<file path="src/rtl/la_pkg.sv">
// Shared types and helpers for the channel readout arbiter.
package la_pkg;

  localparam int DATA_W_DEF = 32;

  typedef enum logic [2:0] {
    ST_IDLE    = 3'd0,
    ST_STROBE  = 3'd1,
    ST_WAIT    = 3'd2,
    ST_CAPTURE = 3'd3,
    ST_HOLD    = 3'd4,
    ST_GAP     = 3'd5
  } arb_state_t;

  // Ceiling log2, used for derived counter and tag widths.
  function automatic int clog2(input int value);
    int result;
    result = 0;
    while ((1 << result) < value) result++;
    return result;
  endfunction

endpackage

</file>
<file path="src/rtl/rr_picker.sv">
// Combinational round-robin select: first requester at or after ptr, wrapping.
module rr_picker
  import la_pkg::*;
#(
  parameter  int N_CH = 4,
  localparam int ID_W = clog2(N_CH)
) (
  input  logic [N_CH-1:0] req,
  input  logic [ID_W-1:0] ptr,
  output logic [ID_W-1:0] gnt_id,
  output logic            gnt_any
);

  logic [ID_W-1:0] idx;

  // Walk the channels starting at ptr and keep the first one requesting.
  always_comb begin
    gnt_id  = '0;
    gnt_any = 1'b0;
    idx     = '0;
    for (int i = 0; i < N_CH; i++) begin
      idx = ID_W'((int'(ptr) + i) % N_CH);
      if (!gnt_any && req[idx]) begin
        gnt_any = 1'b1;
        gnt_id  = idx;
      end
    end
  end

endmodule

</file>
<file path="src/rtl/channel_readout_arbiter.sv">
// Drains per-channel sample FIFOs into one tagged word stream, round-robin
// with a bounded burst per grant.
//
// state   | meaning
// IDLE    | no grant; picks next available channel when enabled
// STROBE  | ch_read high for the granted channel (one cycle)
// WAIT    | FIFO read latency, RD_LAT-1 cycles
// CAPTURE | FIFO q valid; load output register
// HOLD    | o_valid high until the sink takes the word
// GAP     | ch_read low one cycle; continue burst or release grant
module channel_readout_arbiter
  import la_pkg::*;
#(
  parameter  int N_CH   = 4,
  parameter  int DATA_W = DATA_W_DEF,
  parameter  int RD_LAT = 3,
  parameter  int BURST  = 8,
  localparam int ID_W   = clog2(N_CH)
) (
  input  logic                   i_clk,
  input  logic                   _mrst,
  input  logic                   enable,
  input  logic [N_CH-1:0]        ch_available,
  input  logic [N_CH*DATA_W-1:0] ch_data,
  output logic [N_CH-1:0]        ch_read,
  output logic                   o_valid,
  input  logic                   o_ready,
  output logic [DATA_W-1:0]      o_data,
  output logic [ID_W-1:0]        o_ch,
  output logic                   busy
);

  localparam int LAT_W   = clog2(RD_LAT + 1);
  localparam int BURST_W = clog2(BURST + 1);
  localparam logic [LAT_W-1:0]   LAT_LOAD  = LAT_W'((RD_LAT >= 2) ? (RD_LAT - 2) : 0);
  localparam logic [BURST_W-1:0] BURST_MAX = BURST_W'(BURST);
  localparam logic [ID_W-1:0]    ID_LAST   = ID_W'(N_CH - 1);

  arb_state_t state_q, state_nxt;

  logic [ID_W-1:0]    grant_q, grant_nxt;
  logic [ID_W-1:0]    ptr_q, ptr_nxt;
  logic [BURST_W-1:0] burst_q, burst_nxt;
  logic [LAT_W-1:0]   lat_q, lat_nxt;
  logic [N_CH-1:0]    read_nxt;
  logic               valid_nxt;
  logic [DATA_W-1:0]  data_nxt;
  logic [ID_W-1:0]    ch_nxt;

  logic [ID_W-1:0]    pick_id;
  logic               pick_any;
  logic [DATA_W-1:0]  ch_word [N_CH];

  for (genvar k = 0; k < N_CH; k++) begin : g_unpack
    assign ch_word[k] = ch_data[k*DATA_W +: DATA_W];
  end

  rr_picker #(.N_CH(N_CH)) u_picker (
    .req     (ch_available),
    .ptr     (ptr_q),
    .gnt_id  (pick_id),
    .gnt_any (pick_any)
  );

  // State register.
  always_ff @(posedge i_clk or negedge _mrst) begin
    if (!_mrst) state_q <= ST_IDLE;
    else        state_q <= state_nxt;
  end

  // Next-state decode; availability only matters in IDLE and GAP.
  always_comb begin
    state_nxt = state_q;
    unique case (state_q)
      ST_IDLE:    if (enable && pick_any) state_nxt = ST_STROBE;
      ST_STROBE:  state_nxt = (RD_LAT == 1) ? ST_CAPTURE : ST_WAIT;
      ST_WAIT:    if (lat_q == '0) state_nxt = ST_CAPTURE;
      ST_CAPTURE: state_nxt = ST_HOLD;
      ST_HOLD:    if (o_ready) state_nxt = ST_GAP;
      ST_GAP: begin
        if (enable && ch_available[grant_q] && (burst_q < BURST_MAX)) state_nxt = ST_STROBE;
        else                                                           state_nxt = ST_IDLE;
      end
      default:    state_nxt = ST_IDLE;
    endcase
  end

  // Next values of the registered outputs, latency timer and burst/pointer state.
  always_comb begin
    grant_nxt = grant_q;
    ptr_nxt   = ptr_q;
    burst_nxt = burst_q;
    lat_nxt   = lat_q;
    valid_nxt = o_valid;
    data_nxt  = o_data;
    ch_nxt    = o_ch;
    read_nxt  = '0;
    unique case (state_q)
      ST_IDLE: begin
        if (state_nxt == ST_STROBE) begin
          grant_nxt = pick_id;
          burst_nxt = '0;
        end
      end
      ST_STROBE: lat_nxt = LAT_LOAD;
      ST_WAIT:   if (lat_q != '0) lat_nxt = lat_q - LAT_W'(1);
      ST_CAPTURE: begin
        data_nxt  = ch_word[grant_q];
        ch_nxt    = grant_q;
        valid_nxt = 1'b1;
      end
      ST_HOLD: begin
        if (o_ready) begin
          valid_nxt = 1'b0;
          burst_nxt = burst_q + BURST_W'(1);
        end
      end
      ST_GAP: begin
        if (state_nxt == ST_IDLE) ptr_nxt = (grant_q == ID_LAST) ? '0 : grant_q + ID_W'(1);
      end
      default: ;
    endcase
    if (state_nxt == ST_STROBE) read_nxt[grant_nxt] = 1'b1;
  end

  // Output register and datapath state.
  always_ff @(posedge i_clk or negedge _mrst) begin
    if (!_mrst) begin
      grant_q <= '0;
      ptr_q   <= '0;
      burst_q <= '0;
      lat_q   <= '0;
      ch_read <= '0;
      o_valid <= 1'b0;
      o_data  <= '0;
      o_ch    <= '0;
      busy    <= 1'b0;
    end else begin
      grant_q <= grant_nxt;
      ptr_q   <= ptr_nxt;
      burst_q <= burst_nxt;
      lat_q   <= lat_nxt;
      ch_read <= read_nxt;
      o_valid <= valid_nxt;
      o_data  <= data_nxt;
      o_ch    <= ch_nxt;
      busy    <= (state_nxt != ST_IDLE);
    end
  end

endmodule

</file>
<file path="config.mk">
export PLATFORM = sky130hd
export DESIGN_NAME = channel_readout_arbiter
export DESIGN_NICKNAME = d
export VERILOG_FILES = /design/src/rtl/la_pkg.sv /design/src/rtl/rr_picker.sv /design/src/rtl/channel_readout_arbiter.sv
export SDC_FILE = /design/constraint.sdc
export NUM_CORES = 1
export LEC_CHECK = 0
export CAP_MARGIN = 20
export CORE_MARGIN = 4
export CORE_UTILIZATION = 35
export CTS_CLUSTER_DIAMETER = 150
export CTS_CLUSTER_SIZE = 16
export DETAILED_ROUTE_END_ITERATION = 8
export GPL_ROUTABILITY_DRIVEN = 1
export PLACE_DENSITY = 0.78
export SLEW_MARGIN = 20
export SYNTH_ARGS = -nofsm -noshare
export SYNTH_HDL_FRONTEND = slang
export SYNTH_SLANG_ARGS = --single-unit
</file>
<file path="constraint.sdc">
create_clock -name i_clk -period 2.05 [get_ports i_clk]
set_clock_uncertainty 0.2 [all_clocks]
set_input_delay 0.3075 -clock i_clk [delete_from_list [all_inputs] [get_ports i_clk]]
set_output_delay 0.3075 -clock i_clk [all_outputs]
set_load 0.005 [all_outputs]
</file>
After elaboration in Yosys (flattened, before gate mapping):

Cells that the tools add are included.

* eq/ne operators: 10
* mux-type cells: 39
* reductions and logical operators: 22
* order comparisons: 9
* bitwise gates (word level): 1
* $add $sub $neg: 6

Operator list (number)
* binary-select mux 32 bit (select 2 bit): 1
* 2-to-1 mux 32 bit: 2
* < comparator 2 x 3 -> 1 bit, second input constant: 6
* one-hot mux 3 bit (6 select lines): 1
* 2-to-1 mux 2 bit: 8
* 2-to-1 mux 1 bit: 12
* 2-to-1 mux 4 bit: 3
* binary-select mux 1 bit (select 2 bit): 5
* 2-to-1 mux 3 bit: 3
* one-hot mux 4 bit (2 select lines): 1
* nonzero test 2 bit: 4
* logical AND 1 bit: 7
* == test 3 x 1 -> 1 bit, second input constant: 2
* == test 3 x 2 -> 1 bit, second input constant: 2
* == test 3 bit, second input constant: 2
* zero test 3 bit: 2
* != test 2 bit, second input constant: 3
* AND reduction 2 bit: 3
* adder 2 x 1 -> 2 bit, second input constant: 2
* adder 2 bit, second input constant: 2
* adder 4 x 1 -> 4 bit, second input constant: 1
* < comparator 4 bit, second input constant: 1
* one-hot mux 2 bit (2 select lines): 1
* greater-or-equal comparator 3 bit, second input constant: 1
* other kinds (10): 12

* logic and storage cells: 97
* input bits: 136
* bits in registers: 53

Longest topological paths before layout:

Gate-level depths: netlist (run 1).

* depth after elaboration: 23
* depth in mapped cells: 6
* mapped depth without buffers: 6

Hierarchy:

Synthesis (run 1) repeated with hierarchy kept, for this count alone.

* cell total of the unflattened synthesis: 211
* area total of the unflattened synthesis: 3065.4 um^2

Modules (own cells, without submodules)
* channel_readout_arbiter: area an instance 2987.9 um^2, instances 1, seq. area each 1326.3 um^2, cells an instance 196
* rr_picker: area an instance 77.6 um^2, instances 1, seq. area each 0.0 um^2, cells an instance 15

Least setup slack after synthesis (run 1):

Ideal clock, no wire load.

* path type: reg2reg
* start: reg grant_q[0]
* end: reg o_data[29]
* arrival time: 1.756 ns
* clock period less this slack: 2.081 ns
* required time: 1.725 ns
* slack: -0.031 ns
* stages on the path, launching flop included: 5
* path through: dfrtp_1 -> buf_2 -> buf_2 -> mux4_2 -> mux2_2

* word-level cells in the longest chain between the ends: 4

Ends and longest elaborated chain
* from (decl): line channel_readout_arbiter.sv:41 `logic [ID_W-1:0] grant_q, grant_nxt;`
* from (signal assigned): line channel_readout_arbiter.sv:139 `grant_q <= grant_nxt;`
* inverter 2 -> 3 bit (implied by the code): line channel_readout_arbiter.sv:108 `data_nxt = ch_word[grant_q];`
* binary-select mux 32 bit (select 2 bit): line channel_readout_arbiter.sv:108
* 2-to-1 mux 32 bit (implied by the code) (2 in a row): line channel_readout_arbiter.sv:108
* to (signal assigned): line channel_readout_arbiter.sv:145 `o_data <= data_nxt;`
* to (decl): line channel_readout_arbiter.sv:28 `output logic [DATA_W-1:0] o_data,`

Every way passes these cells. The select of a mux whose other input is x is not followed.
A chain may end at the register's enable or synchronous reset.

Worst setup path after layout (run 1):

* start: reg state_q[1]
* end: reg ch_read[2]

* word-level cells in the longest chain between the ends: 10
* elaborated cells between the ends (all ways): 19

Ends and longest elaborated chain
* from (decl): line channel_readout_arbiter.sv:39 `arb_state_t state_q, state_nxt;`
* from (signal assigned): line channel_readout_arbiter.sv:68 `else state_q <= state_nxt;`
* == test 3 bit (tied with other cells): line channel_readout_arbiter.sv:74 `unique case (state_q)`
* one-hot mux 3 bit (6 select lines): line channel_readout_arbiter.sv:74
* == test 3 x 1 -> 1 bit: line channel_readout_arbiter.sv:100, channel_readout_arbiter.sv:123
* 2-to-1 mux 2 bit: line channel_readout_arbiter.sv:100 `if (state_nxt == ST_STROBE) begin`
* 2-to-1 mux 2 bit: line channel_readout_arbiter.sv:98 `unique case (state_q)`
* < comparator 2 x 3 -> 1 bit (implied by the code) / greater-or-equal comparator 2 x 1 -> 1 bit (equally long branches): line channel_readout_arbiter.sv:123 `if (state_nxt == ST_STROBE) read_nxt[grant_nxt] = 1'b1;`
* logical AND 1 bit (implied by the code): line channel_readout_arbiter.sv:123
* 2-to-1 mux 1 bit (implied by the code): line channel_readout_arbiter.sv:123
* demux 1 bit (select 2 bit): line channel_readout_arbiter.sv:123
* 2-to-1 mux 4 bit *: line channel_readout_arbiter.sv:123
* named net read_nxt[2]: line channel_readout_arbiter.sv:45 `logic [N_CH-1:0] read_nxt;`
* to (signal assigned): line channel_readout_arbiter.sv:143 `ch_read <= read_nxt;`
* to (decl): line channel_readout_arbiter.sv:25 `output logic [N_CH-1:0] ch_read,`

Mark *: on every way through the listed nets, which the timed path passes. The rest lies on a longest branch.

==> run_results.csv, run 1 <==
group,metric,value,unit
sta,hold_viol_final,0,
synthesis,ys_async_sr_fraction,100,%
global_route,overflow,0,
drt,dr.pass1.iters,6,
flow_run,cap_violations,0,
final_layout,drive_above_1_share,24.7,%
place,place_hpwl,7.51,mm
critical_path,path_delay_family,"simple AND/OR/NAND/NOR gates",
synthesis,netlist_area,3050,sq um
drt,drt-initial-drc-count,65,
synthesis,yosysMostFrequentCell,"dfrtp_1",
critical_path,path_class,"flip-flop to flip-flop",
die,ios,176,
drt,via_per_inst,5.08,
power_and_ir_drop,p_int,3810,uW
die,dieArea,10300,sq um
sta,max_slew_margin,71.7,%
clock_tree,insertion_delay,300,ps
clock_tree,cts_max_level,2,
synthesis,netlist_top_cells_area,"dfrtp_1, mux4_2, mux2_2",
global_route,grt_util_all_layers,17.8,%
critical_path,cp_slowest_cell,"or4b_4",
critical_path,arrival,2010,ps
critical_path,critPathMaxStageDelay,540,ps
clock_tree,path_clk_slew,90,ps
drt,drt-total-wl,9.32,mm
global_route,grt_pass1_wl,14.3,mm
sta,tightest_slew,422,ps
die,coreArea,8340,sq um
sta,fmax,0.506,GHz
die,rows,33,
critical_path,critical_path.cell_chain,"or4b_4 > or2_4 > buf_4 > a31o_1 > a21boi_1",
die,die_y,101,um
sta,setup_slack,74.1,ps
global_route,grt_max_degree,54,
drt,ant_nets,0,
critical_path,critPathMaxFanout,3,
sta,min_period_over_period,96.4,%
drt,drc,0,
clock_tree,clock_sinks,53,
drt,met3_length,819,um
run_status,status,"finished clean",
place,gp_routability_congestion,0.792,
global_route,grt_pass1_vias,2809,
final_layout,final.fill_count,682,
sta,period_needed,1980,ps
power_and_ir_drop,switchingPower,1800,uW
power_and_ir_drop,p_sw_share,32.1,%
synthesis,synth_area_leader_cell,"dfrtp_1",
sta,rsz0062_at_grt,"no",
clock_tree,root_buffer,"clkbuf_8",
power_and_ir_drop,combPwrFrac,57.6,%
place,portBuffers,175,
synthesis,synth-edff-count,0,
synthesis,yosys_warnings,0,
power_and_ir_drop,p_total,5610,uW
drt,wl_per_cell,18.3,um
drt,wl_met1,3.42,mm
sta,finalSetupViolations,0,
synthesis,ys_types,42,
die,initial_core_util,36.6,%
synthesis,ys_ff_latch,53,
sta,maxSlewViolCount,0,
synthesis,synthTopCellsByCount,"dfrtp_1, mux2_2, mux4_2",
clock_tree,cts_setup_buffers,0,
synthesis,syn_avg_cell_area,13.9,sq um
critical_path,crit_path_end_kind,"flip-flop",
final_layout,syn_to_final_growth,69.0,%
min_path,hold_class,"flip-flop to flip-flop",
critical_path,r2r_slack,70,ps
critical_path,required,2080,ps
critical_path,critPathLaunchType,"flip-flop",
place,dp_slack,-321,ps
power_and_ir_drop,p_per_area,1090,nW/um^2
die,die_w,101,um
critical_path,path_buf_inv,1,
power_and_ir_drop,leakage,0.00202,uW
clock_tree,numCtsBuffers,5,
drt,vias,2591,
synthesis,mappedNetlistNets,358,
drt,wl_met2,4.92,mm
power_and_ir_drop,clkPwrFrac,10.5,%
synthesis,syn_inst,219,
power_and_ir_drop,ir_drop,0.509,mV
final_layout,diodes,0,
clock_tree,cts_tree,"built",
synthesis,ys_seq_area_share,43.5,%
drt,highest_layer,"met4",
synthesis,synth-main-ff-cell,"dfrtp_1",
final_layout,fin_nets,543,
global_route,antenna_found_initial,0,
synthesis,yosys.area.top_type_share,43.5,%
clock_tree,ctsLongestPathBuffers,2,
power_and_ir_drop,p_seq_share,32.0,%
state kept, by name, indices dropped and copies added (netlist names):
register / flops
lat_q: 2
ch_read: 4
ptr_q: 2
o_data: 32
state_q: 3
burst_q: 4
busy: 1
grant_q: 2
o_ch: 2
o_valid: 1
worst paths after layout:
check                           start  depth (start not counted)         end
max                        state_q[1]                          5  ch_read[2]
min                           o_ch[0]                          1     o_ch[0]
max reg2reg                state_q[1]                          5  ch_read[2]
min reg2reg                   o_ch[0]                          1     o_ch[0]
max in group asynchronous       _mrst                          3  grant_q[0]
min in group asynchronous       _mrst                          3   o_data[6]
metal layers:
| layer | global-route usage, % | vias up |
|---|---|---|
| met1 | 19.7 | 1263 |
| met4 | 4.40 | 0 |
| met2 | 33.6 | 102 |
| met3 | 4.89 | 12 |
| met5 | 0 | - |
| li1 | - | 1214 |
power groups by stage:
stage          Combinational (uW)  Clock (uW)  Sequential (uW)
4_1_cts                      3280         619             1800
3_3_place_gp                 3200           0             1800
5_1_grt                      3520         661             1860
6_report                     3230         588             1790
3_5_place_dp                 3270           0             1820
2_1_floorplan                1690           0             1790
cell families (layout without fill, tap and decap cells):
family                     Yosys count  after routing  share of synthesized area, %
muxes                               71             71                          37.9
DFF                                 53             53                          43.5
and+or+nand+nor                     42             42                          7.34
AOI/OAI and AO/OA                   26             26                          6.23
buffers and inverters               21            207                          2.95
adders and majority gates            3              3                          1.23
xor gates and xnor gates             3              3                         0.861
placed cells by master, fill, tap and decap left out, types with 2 or more instances in the layout:
cell type,synthesis,layout
clkinvlp_4,0,3
nand4_1,2,2
inv_1,5,5
o22ai_1,3,3
nor2b_1,4,4
a21oi_1,4,3
xor2_1,2,2
dfrtp_1,53,52
mux2i_1,2,2
nand2_1,11,11
nand3b_1,3,3
nor2_1,9,8
nor3_1,3,3
mux2_1,5,5
clkdlybuf4s50_1,0,173
ha_1,3,3
a22o_1,2,2
mux2_2,32,32
nand3_1,3,3
o21ai_0,3,3
o21ai_1,3,3
mux4_2,32,32
buf_12,0,4
buf_4,0,14
clkbuf_8,0,5
timing repair:
action,4_1_cts,5_1_grt
pin swaps,0,1
gates resized for setup,1,3
hold endpoints to repair,53,0
hold buffers,1,0
endpoints found under the setup margin,1,5
gates cloned,0,0
stage by stage:
| step | instance area, sq um | hold slack [ps] | util [%] | setup TNS (ps) | instances |
|---|---|---|---|---|---|
| 2_1_floorplan | 3050 | -188 | - | -614 | 219 |
| 3_3_place_gp | 5040 | 119 | 60.5 | -1860 | 501 |
| 3_5_place_dp | 5040 | 123 | 60.5 | -2280 | 501 |
| 4_1_cts | 5150 | 303 | 61.7 | 0 | 510 |
| 5_1_grt | 5160 | 309 | 61.9 | 0 | 510 |
| 6_report | 5160 | 298 | 61.9 | 0 | 510 |
layout make-up:
type / count / area, sq um / share of cell area, %
Clock inverter: 3 / 22.5 / 0.437
Sequential cell: 53 / 1330 / 25.7
Timing Repair Buffer: 194 / 1940 / 37.7
Inverter: 5 / 18.8 / 0.364
Clock buffer: 5 / 68.8 / 1.33
Tap cell: 105 / 131 / 2.55
Multi-Input combinational cell: 145 / 1650 / 31.9
No activity file was read; power rests on OpenSTA's default activity.
==> run 2, diff against run 1 <==
Settings changed: CORE_ASPECT_RATIO set to 1.1, RECOVER_POWER set to 25.
==> run 2 against run 1 <==
Via count rose by 2.0%; setup slack got worse by 41 ps; sequential share of layout area up 0.11 points; sequential power is essentially flat; largest cell class unchanged; critical path type is now input pin to flip-flop.
==> run_results.csv, run 2 (same netlist as run 1, synthesis figures left out) <==
group,metric,value,unit
place,gp_routability_congestion,0.884,
run_status,status,"finished clean",
final_layout,drive_above_1_share,23.0,%
place,dp_slack,-302,ps
power_and_ir_drop,p_total,5580,uW
drt,drt-initial-drc-count,91,
min_path,holdPathStages,1,
sta,fmax,0.496,GHz
final_layout,syn_to_final_growth,68.3,%
die,die_y,106,um
clock_tree,root_buffer,"clkbuf_8",
die,die_w,97.0,um
critical_path,critPathLaunchType,"input pin",
sta,rsz0062_at_grt,"no",
final_layout,final_cell_mix,"clkdlybuf4s50_1, dfrtp_1, mux4_2, mux2_2, buf_4",
critical_path,required,2070,ps
drt,drt-total-wl,9.59,mm
drt,vias,2644,
final_layout,top_register,"o_data",
final_layout,final.fill_count,711,
critical_path,path_class,"input pin to flip-flop",
global_route,grt_util_all_layers,18.5,%
clock_tree,cts_max_level,2,
global_route,grt_pass1_vias,2829,
sta,tightest_slew,1190,ps
sta,hold_ws,302,ps
drt,via_per_inst,5.13,
flow_run,cap_violations,0,
final_layout,diodes,0,
clock_tree,cts_tree,"built",
sta,hold_viol_final,0,
die,rows,35,
final_layout,largest_reg_flops,32,
sta,period_needed,2020,ps
power_and_ir_drop,leakage,0.00201,uW
place,portBuffers,175,
critical_path,arrival,2040,ps
critical_path,crit_path_end_kind,"flip-flop",
power_and_ir_drop,p_per_area,1090,nW/um^2
place,place_hpwl,7.82,mm
sta,tns,0,ps
final_layout,fin_nets,542,
clock_tree,cts_resized,0,
global_route,grt_max_degree,35,
drt,drc,0,
clock_tree,clock_sinks,53,
drt,wl_per_cell,18.6,um
power_and_ir_drop,ir_drop,0.790,mV
global_route,antenna_found_initial,0,
global_route,grt_pass1_wl,15.1,mm
place,placed_cells,506,
sta,max_slew_margin,20.6,%
die,dieArea,10300,sq um
sta,maxSlewViolCount,0,
clock_tree,ctsLongestPathBuffers,2,
critical_path,critPathMaxFanout,3,
critical_path,reg2reg_depth,5,
die,ios,176,
min_path,hold_class,"flip-flop to flip-flop",
final_layout,stdcell_count,515,
final_layout,layout_commonest_cell,"clkdlybuf4s50_1",
sta,setup_slack,33.0,ps
drt,dr.pass1.iters,4,
drt,ant_nets,0,
die,coreArea,8450,sq um
die,initial_core_util,36.1,%
clock_tree,path_clk_slew,90,ps
final_layout,reg.largest.list,"o_data (32), burst_q (4), ch_read (4)",
sta,finalSetupViolations,0,
sta,min_period_over_period,98.4,%
clock_tree,insertion_delay,290,ps
clock_tree,numCtsBuffers,5,
global_route,overflow,0,
run 2: cell types whose count changed in the layout (fill, tap and decap cells not counted), sizes merged:
cell and change:
clkbuf +3, buf -2, dlymetal6s2s -1, clkdlybuf4s50 +1
clkinvlp -2
run 2: critical path, stage by stage:
cell and delay, ps:
clkdlybuf4s50_1 480, or4b_4 460, buf_4 150, nor2_1 220
nand4_1 230, a21boi_1 190
run 2: final cells by class:
class                           count  area (sq um)  share of cell area, %
Multi-Input combinational cell    145          1640                   31.8
Sequential cell                    53          1330                   25.8
Clock buffer                        7          76.3                   1.49
Timing Repair Buffer              193          1930                   37.6
Inverter                            5          18.8                  0.365
Tap cell                          111           139                   2.70
Clock inverter                      1          7.51                  0.146
run 2: path summary, 6_finish.rpt:
path | slack (ps) | from | to
worst max-delay path | 30 | enable | ch_read[3]
max in group asynchronous | 290 | _mrst | grant_q[0]
worst max register to register | 70 | state_q[1] | ch_read[3]
worst min register to register | 300 | o_ch[1] | o_ch[1]
min in group asynchronous | 580 | _mrst | o_data[23]
worst min-delay path | 300 | o_ch[1] | o_ch[1]
run 2: per-layer routing:
metal	track usage, %	vias up	wire (um)
li1	-	1207	-
met1	20.6	1316	3510
met2	34.0	112	5150
met3	6.17	9	802
met4	4.31	0	125
met5	0	-	0
run 2: what timing repair did:
| item | in CTS | in global routing |
|---|---|---|
| hold buffers | 1 | 0 |
| setup endpoints to repair | 0 | 1 |
| hold endpoints to repair | 20 | 0 |
| buffers inserted | 0 | 0 |
run 2: report_power, final:
group | leakage [uW] | internal (uW) | switching, uW
logic | 0.00133 | 2050 | 1180
clock network | 0.0000385 | 243 | 331
registers | 0.000641 | 1520 | 259
total | 0.00201 | 3810 | 1770
run 2: metrics by stage:
step,util (%),cell area (sq um)
3_5_place_dp,59.7,5040
2_1_floorplan,-,3050
4_1_cts,60.8,5140
6_report,60.8,5140
5_1_grt,60.8,5140
3_3_place_gp,59.7,5040
==> run 3, diff against run 2 <==
Settings changed: CELL_PAD_IN_SITES_DETAIL_PLACEMENT set to 0, CELL_PAD_IN_SITES_GLOBAL_PLACEMENT set to 1, CORE_UTILIZATION 35 to 26, PLACE_DENSITY 0.78 to 0.77, SKIP_CTS_REPAIR_TIMING set to 1, TNS_END_PERCENT set to 100.
==> run 3 against run 2 <==
Register-to-register slack improved by 50 ps; via count increased by 1.2%; power increased by 8.0%; combinational power about the same; count of clock-buffer cells in the layout unchanged; largest cell class unchanged.
==> run_results.csv, run 3 (same netlist as run 1, synthesis figures left out) <==
group,metric,value,unit
sta,rsz0062_at_grt,"no",
final_layout,syn_to_final_growth,74.4,%
drt,drc,0,
final_layout,layout_commonest_cell,"clkdlybuf4s50_1",
drt,dr.pass1.iters,4,
final_layout,final.fill_count,1043,
power_and_ir_drop,p_seq_share,29.6,%
place,dp_slack,-294,ps
drt,via_per_inst,4.75,
power_and_ir_drop,switchingPower,1840,uW
sta,fmax,0.506,GHz
die,initial_core_util,26.6,%
drt,ant_nets,0,
final_layout,utilization,46.3,%
critical_path,path_class,"input pin to flip-flop",
power_and_ir_drop,clkPwrFrac,16.3,%
global_route,grt_max_degree,29,
sta,max_slew_margin,62.7,%
sta,maxSlewViolCount,0,
power_and_ir_drop,leakage,0.00209,uW
power_and_ir_drop,p_int,4190,uW
clock_tree,ctsLongestPathBuffers,2,
clock_tree,cts_max_level,2,
min_path,hold_class,"flip-flop to flip-flop",
power_and_ir_drop,p_sw_share,30.5,%
final_layout,largest_reg_flops,32,
power_and_ir_drop,combPwrFrac,54.1,%
die,dieArea,13500,sq um
clock_tree,root_buffer,"clkbuf_16",
die,die_w,111,um
clock_tree,path_clk_slew,70,ps
critical_path,critPathLaunchType,"input pin",
final_layout,fin_nets,551,
global_route,grt_util_all_layers,14.8,%
final_layout,reg.largest.list,"o_data (32), burst_q (4), ch_read (4)",
final_layout,drive_above_1_share,25.7,%
critical_path,arrival,1990,ps
critical_path,crit_path_end_kind,"flip-flop",
drt,wl_per_cell,17.9,um
flow_run,cap_violations,0,
power_and_ir_drop,p_per_area,1130,nW/um^2
drt,drt-initial-drc-count,126,
drt,vias,2677,
sta,finalSetupViolations,0,
sta,setup_slack,75.7,ps
sta,tightest_slew,560,ps
drt,drt-total-wl,10.1,mm
final_layout,top_register,"o_data",
power_and_ir_drop,ir_drop,0.509,mV
global_route,grt_pass1_wl,15.9,mm
place,place_hpwl,8.16,mm
critical_path,critPathMaxFanout,3,
die,die_y,122,um
final_layout,stdcell_count,563,
die,coreArea,11500,sq um
global_route,antenna_found_initial,0,
sta,hold_viol_final,0,
global_route,grt_pass1_vias,2836,
final_layout,final_cell_mix,"clkdlybuf4s50_1, dfrtp_1, mux4_2, mux2_2, buf_4",
die,ios,176,
sta,min_period_over_period,96.3,%
clock_tree,clock_sinks,53,
critical_path,required,2070,ps
place,placed_cells,554,
clock_tree,insertion_delay,290,ps
global_route,overflow,0,
sta,period_needed,1970,ps
place,gp_routability_congestion,0.869,
place,portBuffers,175,
die,rows,41,
final_layout,diodes,0,
sta,hold_ws,295,ps
clock_tree,numCtsBuffers,5,
run_status,status,"finished clean",
clock_tree,cts_tree,"built",
[run 3: changes by cell type in the layout (fill, tap and decap cells not counted), moves of 2 or more]
cell,change
clkbuf_2,+2
buf_12,-2
clkbuf_8,-4
clkbuf_16,+5
buf_4,+9
[run 3: final cells by class]
cell class                 instances  area, sq um  share of cell area [%]
multi-input combinational        145         1650                    30.9
inverter                           5         18.8                   0.353
timing repair buffer             202         1970                    37.0
clock inverter                     1         30.0                   0.564
clock buffer                       7          143                    2.68
sequential                        53         1330                    24.9
tap                              150          188                    3.53
[run 3: per-stage QoR]
stage / TNS, ps / total power (uW) / cell area [sq um]
2_1_floorplan: -614 / 3490 / 3050
3_3_place_gp: -2030 / 5060 / 5140
3_5_place_dp: -2370 / 5120 / 5140
4_1_cts: 0 / 6130 / 5310
5_1_grt: 0 / 6420 / 5320
6_report: 0 / 6030 / 5320
[run 3: power by group through the flow]
stage / sequential [uW] / clock [uW] / combinational, uW
after floorplan: 1790 / 0 / 1690
after global placement: 1790 / 0 / 3270
after detailed placement: 1810 / 0 / 3300
after CTS: 1790 / 1010 / 3320
after global routing: 1850 / 1060 / 3520
final: 1790 / 980 / 3260
[run 3: path summary, 6_finish.rpt]
kind	from	to	slack (ps)	cells after the start
worst max-delay path	enable	ch_read[2]	80	6
worst min-delay path	o_ch[1]	o_ch[1]	290	1
min in group asynchronous	_mrst	o_data[26]	350	2
max in group asynchronous	_mrst	lat_q[1]	490	3
worst max register to register	state_q[0]	ch_read[2]	120	5
worst min register to register	o_ch[1]	o_ch[1]	290	1
[run 3: layer usage]
| metal | global-route usage [%] | share of wire, % |
|---|---|---|
| met4 | 2.59 | 0.85 |
| met2 | 25.3 | 50 |
| met1 | 19.4 | 43 |
| met5 | 0 | 0 |
| met3 | 3.78 | 6.2 |
[run 3: worst max-delay path: stages]
cell and delay [ps]:
clkdlybuf4s50_1 480, or4b_4 460, or2_4 260, buf_4 140, a31o_1 200, a21boi_1 140
==> RTL change: new RTL, flow settings as in run 2 <==
`o_data` no longer has a reset.
--- a/src/rtl/channel_readout_arbiter.sv
+++ b/src/rtl/channel_readout_arbiter.sv
@@ -132,7 +132,6 @@
       lat_q   <= '0;
       ch_read <= '0;
       o_valid <= 1'b0;
-      o_data  <= '0;
       o_ch    <= '0;
       busy    <= 1'b0;
     end else begin
@@ -142,11 +141,14 @@
       lat_q   <= lat_nxt;
       ch_read <= read_nxt;
       o_valid <= valid_nxt;
-      o_data  <= data_nxt;
       o_ch    <= ch_nxt;
       busy    <= (state_nxt != ST_IDLE);
     end
   end
 
+  always_ff @(posedge i_clk) begin
+    o_data <= data_nxt;
+  end
+
 endmodule
 
Function: differs if _mrst is asserted again (counterexample within 10 cycles, from zero or initial values and one cycle with _mrst low); with _mrst held inactive, the same outputs for 10 cycles.
==> RTL change against run 2 <==
Sequential power down 5%. Fmax grew 2.9%. Power is 17% lower. Combinational power decreased by 27%. Design area is 3.7% lower. Synthesized area is 7.3% lower. Count of clock-buffer cells in the layout down 2. Setup slack improved by 0.056 ns. Hold slack is essentially flat. Wire length fell by 6.9%. Synthesized cell count down 18%. Non-clock buffer count rose by 2. Sequential cell count did not move.
==> RTL change: results (changes against run 2) <==
stage,metric,value,unit,change
synthesis,synth_xor_area_frac,0.009284,,was 0.008610
routing,wl_per_cell,18.59,um,was 18.62 um
synthesis,muxShareOfSynthArea,0.2816,,was 0.3793
cts,cts_buffer_depth,2,,unchanged
synthesis,synth_cell_type_count,40,,was 42
synthesis,netlist_top_cells_count,"edfxtp_1, mux4_2, dfrtp_1",,"was dfrtp_1, mux2_2, mux4_2"
min_path,hp-class,register to register,,unchanged
cts,clkTransAtPathRegs,0.10,ns,
routing,dr.first_iter.drc_count,72,,was 91
cts,cts_buffers,5,,unchanged
sta,worst_pin_slew,1.125,ns,was 1.191 ns
power,p_leak,1.815,nW,was 2.006 nW
synthesis,syn-num-nets,319,,was 358
cts,h-tree-depth,2,,unchanged
placed_design,globalplace.congestion,0.8008,,was 0.8842
cts,cts_resized,0,,unchanged
global_route,grt_antenna_before_repair,0,,unchanged
routing,routed_wl,8925,um,was 9589 um
placed_design,port_buffers,175,,unchanged
cts,clockRootBuffer,clkbuf_8,,unchanged
synthesis,synth-async-reset-ratio,0.3962,,was 1.000
run_status,status,completed,,unchanged
synthesis,netlist_instances,180,,was 219
synthesis,synth-compound-area-share,0.05128,,was 0.06232
routing,first_pass_iters,4,,unchanged
critical_path,cp_max_fo,3,,unchanged
placed_design,dp_cells,472,,was 506
routing,vias_per_cell,5.015,,was 5.134
global_route,grt_usage,0.1804,,was 0.1846
cts,clk_latency,0.30,ns,
final_layout,drive_above_1_share,0.1882,,was 0.2302
final_layout,nFillCells,642,,was 711
synthesis,synth_area_leaders,"edfxtp_1, mux4_2, dfrtp_1",,"was dfrtp_1, mux4_2, mux2_2"
synthesis,yosysWarnings,0,,unchanged
final_layout,reg_top3,"o_data x32, burst_q x4, ch_read x4",,unchanged
global_route,grt_pass1_wl,13080,um,was 15080 um
synthesis,synth_edf_count,32,,was 0
global_route,grt_max_degree,38,,was 35
power,vdd_drop_max,0.6237,mV,was 0.7900 mV
global_route,grt_pass1_vias,2505,,was 2829
final_layout,diodes,0,,unchanged
final_layout,finalNetCount,510,,was 542
placed_design,dpl.hpwl,7403,um,was 7824 um
synthesis,synthAdderAreaFrac,0.01326,,was 0.01230
synthesis,synth_seq_area_share,0.5252,,was 0.4346
cts,postCtsSetupRepairBufs,0,,unchanged
==> RTL change: cell type report <==
class,count,area (um2),share of cell area
repair buffers,195,1932,0.3905
multi-input cells,111,1277,0.2582
well taps,108,135.1,0.02731
clock buffers,5,68.82,0.01391
flip-flops and latches,53,1486,0.3005
inverters,5,22.52,0.004552
clock inverters,3,25.02,0.005058
==> RTL change: critical path: stages, from the launching register on <==
cell,delay [ns]
dfrtp_1,0.44
or4b_1,0.56
o21ai_1,0.17
o31a_2,0.20
inv_2,0.06
nor4_4,0.25
==> RTL change: per-layer routing <==
layer,global-route usage,vias to the layer above,routed length (um)
met4,0.04000,0,84
met3,0.05081,10,891
met1,0.1994,1163,3085
met2,0.3430,126,4863
li1,-,1108,-
met5,0,-,0
==> RTL change: per-stage QoR <==
stage / area, um2 / setup WS, ns / setup TNS (ns)
after CTS: 4956 / 0.07763 / 0
final: 4947 / 0.08895 / 0
after global placement: 4862 / -0.1429 / -0.5007
after global routing: 4947 / 0.005280 / 0
after floorplan: 2834 / 0.05272 / 0
after detailed placement: 4862 / -0.2115 / -0.9572
==> RTL change: worst paths after layout <==
path,from,cells after the start,endpoint,slack (ns)
setup / recovery,state_q[1],5,ch_read[0],0.09
hold / removal,o_valid,2,o_valid,0.30
setup reg to reg,state_q[1],5,ch_read[0],0.09
hold reg to reg,o_valid,2,o_valid,0.30
max in group asynchronous,_mrst,2,ch_read[1],0.45
min in group asynchronous,_mrst,2,o_valid,0.52
==> RTL change: report_power, final <==
part           internal (mW)  switching, mW  leakage, nW
Combinational           1.41          0.956         1.21
Sequential              1.51          0.173        0.562
Clock                  0.247          0.361       0.0447
